--- src/rtl/bcd_countdown_timer.sv ---
// BCD minutes:seconds countdown timer with keypad entry, a clock-cycle prescaler
// for the one-second tick, and IDLE/RUN/PAUSE control.
module bcd_countdown_timer #(
  parameter int MIN_DIGITS = 2,
  parameter int TICK_DIV   = 100
) (
  input  logic                    clk,
  input  logic                    clr,
  input  logic                    key_valid,
  input  logic [3:0]              key,
  input  logic                    start,
  input  logic                    stop,
  output logic [3:0]              sec_ones,
  output logic [3:0]              sec_tens,
  output logic [4*MIN_DIGITS-1:0] mins,
  output logic                    zero,
  output logic                    running,
  output logic                    done
);

  localparam int NUM_DIGITS = MIN_DIGITS + 2;
  localparam int CW         = 4 * NUM_DIGITS;
  localparam int PW         = $clog2(TICK_DIV);
  localparam logic [PW-1:0] PSC_LAST = PW'(TICK_DIV - 1);

  typedef enum logic [1:0] {IDLE, RUN, PAUSE} state_t;

  state_t          state_q, state_d;
  logic [CW-1:0]   count_q, count_d, count_dec;
  logic [PW-1:0]   psc_q, psc_d;
  logic            done_q, done_d;
  logic            tick;
  logic            key_ok;

  // Digit 0 is seconds units, digit 1 seconds tens (borrows from 0 to 5),
  // every minute digit borrows from 0 to 9.
  function automatic logic [CW-1:0] dec_count(input logic [CW-1:0] c);
    logic [CW-1:0] r;
    logic          borrow;
    r      = c;
    borrow = 1'b1;
    for (int i = 0; i < NUM_DIGITS; i++) begin
      if (borrow) begin
        if (c[4*i +: 4] == 4'd0) begin
          r[4*i +: 4] = (i == 1) ? 4'd5 : 4'd9;
        end else begin
          r[4*i +: 4] = c[4*i +: 4] - 4'd1;
          borrow      = 1'b0;
        end
      end
    end
    return r;
  endfunction

  assign tick      = (psc_q == PSC_LAST);
  assign key_ok    = key_valid && (key <= 4'd9);
  assign count_dec = dec_count(count_q);

  // NOTE: every signal written here gets a default first, so no path leaves one
  // unassigned and no latch is inferred.
  always_comb begin
    state_d = state_q;
    count_d = count_q;
    psc_d   = psc_q;
    done_d  = 1'b0;
    unique case (state_q)
      IDLE: begin
        if (stop) begin
          count_d = '0;
        end else if (key_ok) begin
          count_d = {count_q[CW-5:0], key};
        end else if (start && !zero) begin
          state_d = RUN;
          psc_d   = '0;
        end
      end
      RUN: begin
        if (tick) begin
          count_d = count_dec;
          psc_d   = '0;
          // Expiry beats a coincident pause request.
          if (count_dec == '0) begin
            done_d  = 1'b1;
            state_d = IDLE;
          end else if (stop) begin
            state_d = PAUSE;
          end
        end else if (stop) begin
          state_d = PAUSE;
        end else begin
          psc_d = psc_q + PW'(1);
        end
      end
      PAUSE: begin
        if (stop) begin
          count_d = '0;
          psc_d   = '0;
          state_d = IDLE;
        end else if (start) begin
          state_d = RUN;
        end
      end
      default: state_d = IDLE;
    endcase
  end

  // NOTE: state registers use non-blocking assignments so every flop samples
  // the values from before the edge, independent of statement order.
  always_ff @(posedge clk) begin
    if (clr) begin
      state_q <= IDLE;
      count_q <= '0;
      psc_q   <= '0;
      done_q  <= 1'b0;
    end else begin
      state_q <= state_d;
      count_q <= count_d;
      psc_q   <= psc_d;
      done_q  <= done_d;
    end
  end

  assign sec_ones = count_q[3:0];
  assign sec_tens = count_q[7:4];
  assign mins     = count_q[CW-1:8];
  assign zero     = (count_q == '0);
  assign running  = (state_q == RUN);
  assign done     = done_q;

endmodule

--- config.mk ---
export PLATFORM = sky130hd
export DESIGN_NAME = bcd_countdown_timer
export DESIGN_NICKNAME = d
export VERILOG_FILES = /design/src/rtl/bcd_countdown_timer.sv
export SDC_FILE = /design/constraint.sdc
export NUM_CORES = 1
export LEC_CHECK = 0
export CAP_MARGIN = 20
export CORE_MARGIN = 10
export CORE_UTILIZATION = 25
export CTS_CLUSTER_DIAMETER = 120
export DETAILED_ROUTE_END_ITERATION = 6
export HOLD_SLACK_MARGIN = 0.03
export PLACE_DENSITY = 0.51
export REMOVE_ABC_BUFFERS = 1
export SYNTH_ARGS = -nofsm -noshare
export SYNTH_HDL_FRONTEND = slang
export SYNTH_SLANG_ARGS = --single-unit
--- constraint.sdc ---
create_clock -name clk -period 7.8 [get_ports clk]
set_clock_uncertainty 0.2 [all_clocks]
set_input_delay 1.56 -clock clk [delete_from_list [all_inputs] [get_ports clk]]
set_output_delay 1.56 -clock clk [all_outputs]
set_load 0.01 [all_outputs]
* Yosys cells after proc, flatten, opt, wreduce, memory -nomap -nowiden *
Cells that the tools add are included.

storage, ports and cells
  bits in registers = 26
  input bits = 9

cells by class
  add/subtract/negate cells = 5
  $lt $le $gt $ge = 1
  equal/unequal tests = 11
  mux-type cells = 34
  bitwise logic cells = 2
  reductions and logical operators = 15

operator list
  kind                                                    number
  two-way mux 16 bit                                      4
  one-hot mux 16 bit (3 select lines)                     1
  two-way mux 7 bit                                       6
  zero test 16 bit                                        2
  two-way mux 4 bit                                       7
  one-hot mux 7 bit (3 select lines)                      1
  zero test 4 bit                                         4
  two-way mux 2 bit                                       8
  subtractor 4 x 1 -> 4 bit (second input constant)       4
  inequality test 2 bit (second input constant)           4
  AND reduction 4 bit                                     2
  adder 7 x 1 -> 7 bit (second input constant)            1
  == test 7 bit (second input constant)                   1
  two-way mux 1 bit                                       6
  inequality test 3 bit (second input constant)           2
  one-hot mux 2 bit (3 select lines)                      1
  AND reduction 6 bit                                     1
  less-or-equal comparator 4 bit (second input constant)  1
  inequality test 3 x 2 -> 1 bit (second input constant)  1
  nonzero test 3 bit                                      1
  OR reduction 3 bit                                      1
  == test 2 x 1 -> 1 bit (second input constant)          1
  == test 2 bit (second input constant)                   1
  logical AND 1 bit                                       2
  other kinds (4)                                         5

* Logic depth before layout (Yosys ltp) *
  word-level depth = 9
  gate-level depth with buffers = 8

* Worst setup path after synthesis *
Ideal clock, no wire load.

  kind = register to output
  start = reg count_q[5]
  end = out zero
  arrival time = 1.728 ns
  path slack = 4.312 ns
  cell stages (with the launch flop) = 5
  buffers on the path = 1
  cells stage by stage = dfxtp_1 or4_4 or3_1 buf_6 nor3_1

between the ends
  longest elaborated chain between the ends = 1

ends and longest elaborated chain
  what                      RTL line  text
  start: declaration        29        logic [CW-1:0] count_q, count_d, count_dec;
  start signal: assignment  117       count_q <= count_d;
  zero test 16 bit          126       assign zero = (count_q == '0);
  end: declaration          16        output logic zero,

Every way passes these cells.

* Worst setup path in the final report *
Same ends and word-level chain as after synthesis.

==> run_results.csv <==
group,metric,value,unit
job,cap_violations,0,
synthesis,yosysSeqAreaShare,28.8,%
placement,place_area,2140,µm²
clock_network,cts_buffer_depth,2,
setup_path,critPathMaxFanout,10,
placement,dpl.hpwl,3850,µm
setup_path,startpoint_type,"flop",
finish,layout.nets,263,
clock_network,htree_levels,1,
finish,n_antenna_cell,0,
finish,fin_area,2210,µm²
global_route,grt_start_max_net_pins,22,
synthesis,ys_warn_count,0,
finish,final_cell_mix,"clkdlybuf4s50_1, dfxtp_1, a21oi_1, nor2_1, o21ai_0",
global_route,antenna_found_initial,0,
synthesis,synth_flop_cell,"dfxtp_1",
floorplanning,die_area,11000,µm²
placement,gp_congestion,0.795,
sta,final-hold-violation-count,0,
placement,dp_slack,3.72,ns
floorplanning,start_util,26.2,%
sta,rsz0062_at_grt,"no",
clock_network,post-cts-setup-buffers,0,
clock_network,clockRootBuffer,"clkbuf_8",
sta,slew_violations,0,
sta,max_clock_freq,0.227,GHz
clock_network,cts.hold.buffers_added,0,
synthesis,syn_avg_cell_area,7.83,µm²
pwr,power,0.860,mW
finish,n_fill_cell,754,
synthesis,async_reset_ff_share,0,%
floorplanning,rows,30,
floorplanning,io_pins,28,
sta,fin_ws,3.40,ns
pwr,power-per-cell-area,390,nW/µm²
floorplanning,die_w,105,µm
run_status,status,"finished clean",
setup_path,arrival,2.64,ns
clock_network,clock_sinks,26,
min_path,worstHoldEndpoint,"count_q[12]",
global_route,grt_use_total,9.89,%
finish,drive_gt1_share,6.85,%
detailed_routing,routed_wl,5600,µm
detailed_routing,post_drt_wl_per_cell,16.3,µm
clock_network,clk_pin_slew,0.11,ns
setup_path,rrSetupSlack,4.69,ns
min_path,worstHoldStart,"count_q[12]",
setup_path,worstReg2RegEnd,"psc_q[0]",
sta,period_share,56.4,%
clock_network,cts_resized,0,
floorplanning,fp.dieH,105,µm
finish,final_common_cell,"clkdlybuf4s50_1",
global_route,grt_pass1_wl,9320,µm
finish,area.sequential,520,µm²
clock_network,cts_buffers,3,
setup_path,r2r_start,"count_q[5]",
synthesis,synth_edf_count,0,
global_route,overflow,0,
sta,tns,0,ns
sta,slew_headroom,39.8,%
finish,area_growth,22.1,%
sta,worst_slew_pin_slew,0.900,ns
clock_network,clock_latency,0.28,ns
min_path,min_path_type,"reg2reg",
detailed_routing,num_vias,1853,
synthesis,syn_area,1810,µm²
min_path,hold_depth,2,
clock_network,tritoncts,"done",
sta,setup_viol,0,
synthesis,netlist-cell-type-count,52,
detailed_routing,drc,0,
finish,multi_input_area,1190,µm²
setup_path,crit_type,"reg2out",
pwr,peakVddDrop,0.000179,V
placement,port_buffers,27,
pwr,leakagePower,0.733,nW
detailed_routing,drt_iter0_drc,90,
detailed_routing,antenna_left,0,
detailed_routing,dr.pass1.iters,4,
sta,period_needed,4.40,ns
setup_path,critical_path_required,6.04,ns
detailed_routing,viasPerCell,5.39,
setup_path,end_kind,"output pin",
synthesis,syn_inst,231,
setup_path,rr_worst_depth,5,
global_route,grt_pass1_vias,1743,
floorplanning,core,6910,µm²
synthesis,yosys_register_bits,26,
==> layer usage <==
layer | GRT usage [%] | up-vias | routed length, µm
li1 | - | 931 | -
met1 | 13.3 | 888 | 2860
met2 | 15.6 | 29 | 2480
met3 | 2.21 | 5 | 212
met4 | 2.25 | 0 | 47
met5 | 0 | - | 0
==> cells by family after synthesis <==
family / Yosys count / share of synthesized area, %
AND/OR/NAND/NOR: 87 / 26.3
flip-flops: 26 / 28.8
XOR/XNOR: 2 / 0.969
adder cells (fa/ha/maj): 5 / 3.46
buffers and inverters: 22 / 5.47
multiplexers: 2 / 1.18
AO/OA/AOI/OAI: 87 / 33.8
==> cells in the mapped netlist (3+ instances only) <==
library cell  instances  area [µm²]
a211o_1               3        26.3
a211o_2               3        30.0
a211oi_1              9        67.6
a21o_1                3        22.5
a21oi_1              22         110
a221oi_1              4        35.0
a31oi_1               3        18.8
and3_1                5        31.3
clkbuf_1             12        45.0
dfxtp_1              26         521
ha_1                  5        62.6
inv_1                 6        22.5
nand2_1              13        48.8
nand3_1               6        30.0
nand4_1               3        18.8
nor2_1               20        75.1
nor2b_1               3        18.8
nor3_1                9        45.0
nor4_1                6        37.5
o21ai_0              18        90.1
o311ai_0              3        26.3
o31ai_1               3        22.5
or2_2                 3        18.8
or3_1                 4        25.0
or4_1                 3        22.5
==> layout make-up <==
cell class	count	share of cell area, %
Clock buffer	3	1.87
Tap cell	96	5.44
Multi-Input combinational cell	183	53.8
Clock inverter	1	1.36
Sequential cell	26	23.6
Inverter	6	1.02
Timing Repair Buffer	29	12.9
==> per-stage QoR <==
step           hold slack [ns]  std cells  util, %
3_5_place_dp             0.296        340     30.9
3_3_place_gp             0.293        340     30.9
4_1_cts                  0.317        344     32.0
6_report                 0.312        344     32.0
5_1_grt                  0.356        344     32.0
2_1_floorplan            0.281        215        -
==> sequential cells by signal, summed over array words and instances, names as in the netlist <==
name,cells
count_q,16
done,1
psc_q,7
state_q,2
==> critical path, stage by stage (launching register included) <==
cell and delay (ns):
dfxtp_1 0.39, or4_4 0.59, or3_1 0.59, nor3_1 0.20
clkdlybuf4s50_1 0.57
==> worst max path at each step <==
stage / cells after the start / endpoint / slack, ns / start
2_1_floorplan: 3 / zero / 4.28 / count_q[5]
3_3_place_gp: 4 / zero / 3.72 / count_q[5]
3_5_place_dp: 4 / zero / 3.72 / count_q[5]
4_1_cts: 4 / zero / 3.40 / count_q[5]
5_1_grt: 4 / zero / 3.30 / count_q[5]
6_report: 4 / zero / 3.40 / count_q[5]
==> power by group <==
part / internal [mW] / leakage [nW] / switching, mW
clock: 0.0688 / 0.0357 / 0.0490
combinational: 0.207 / 0.485 / 0.312
sequential: 0.168 / 0.212 / 0.0562
(Power assumes the default switching activity.)
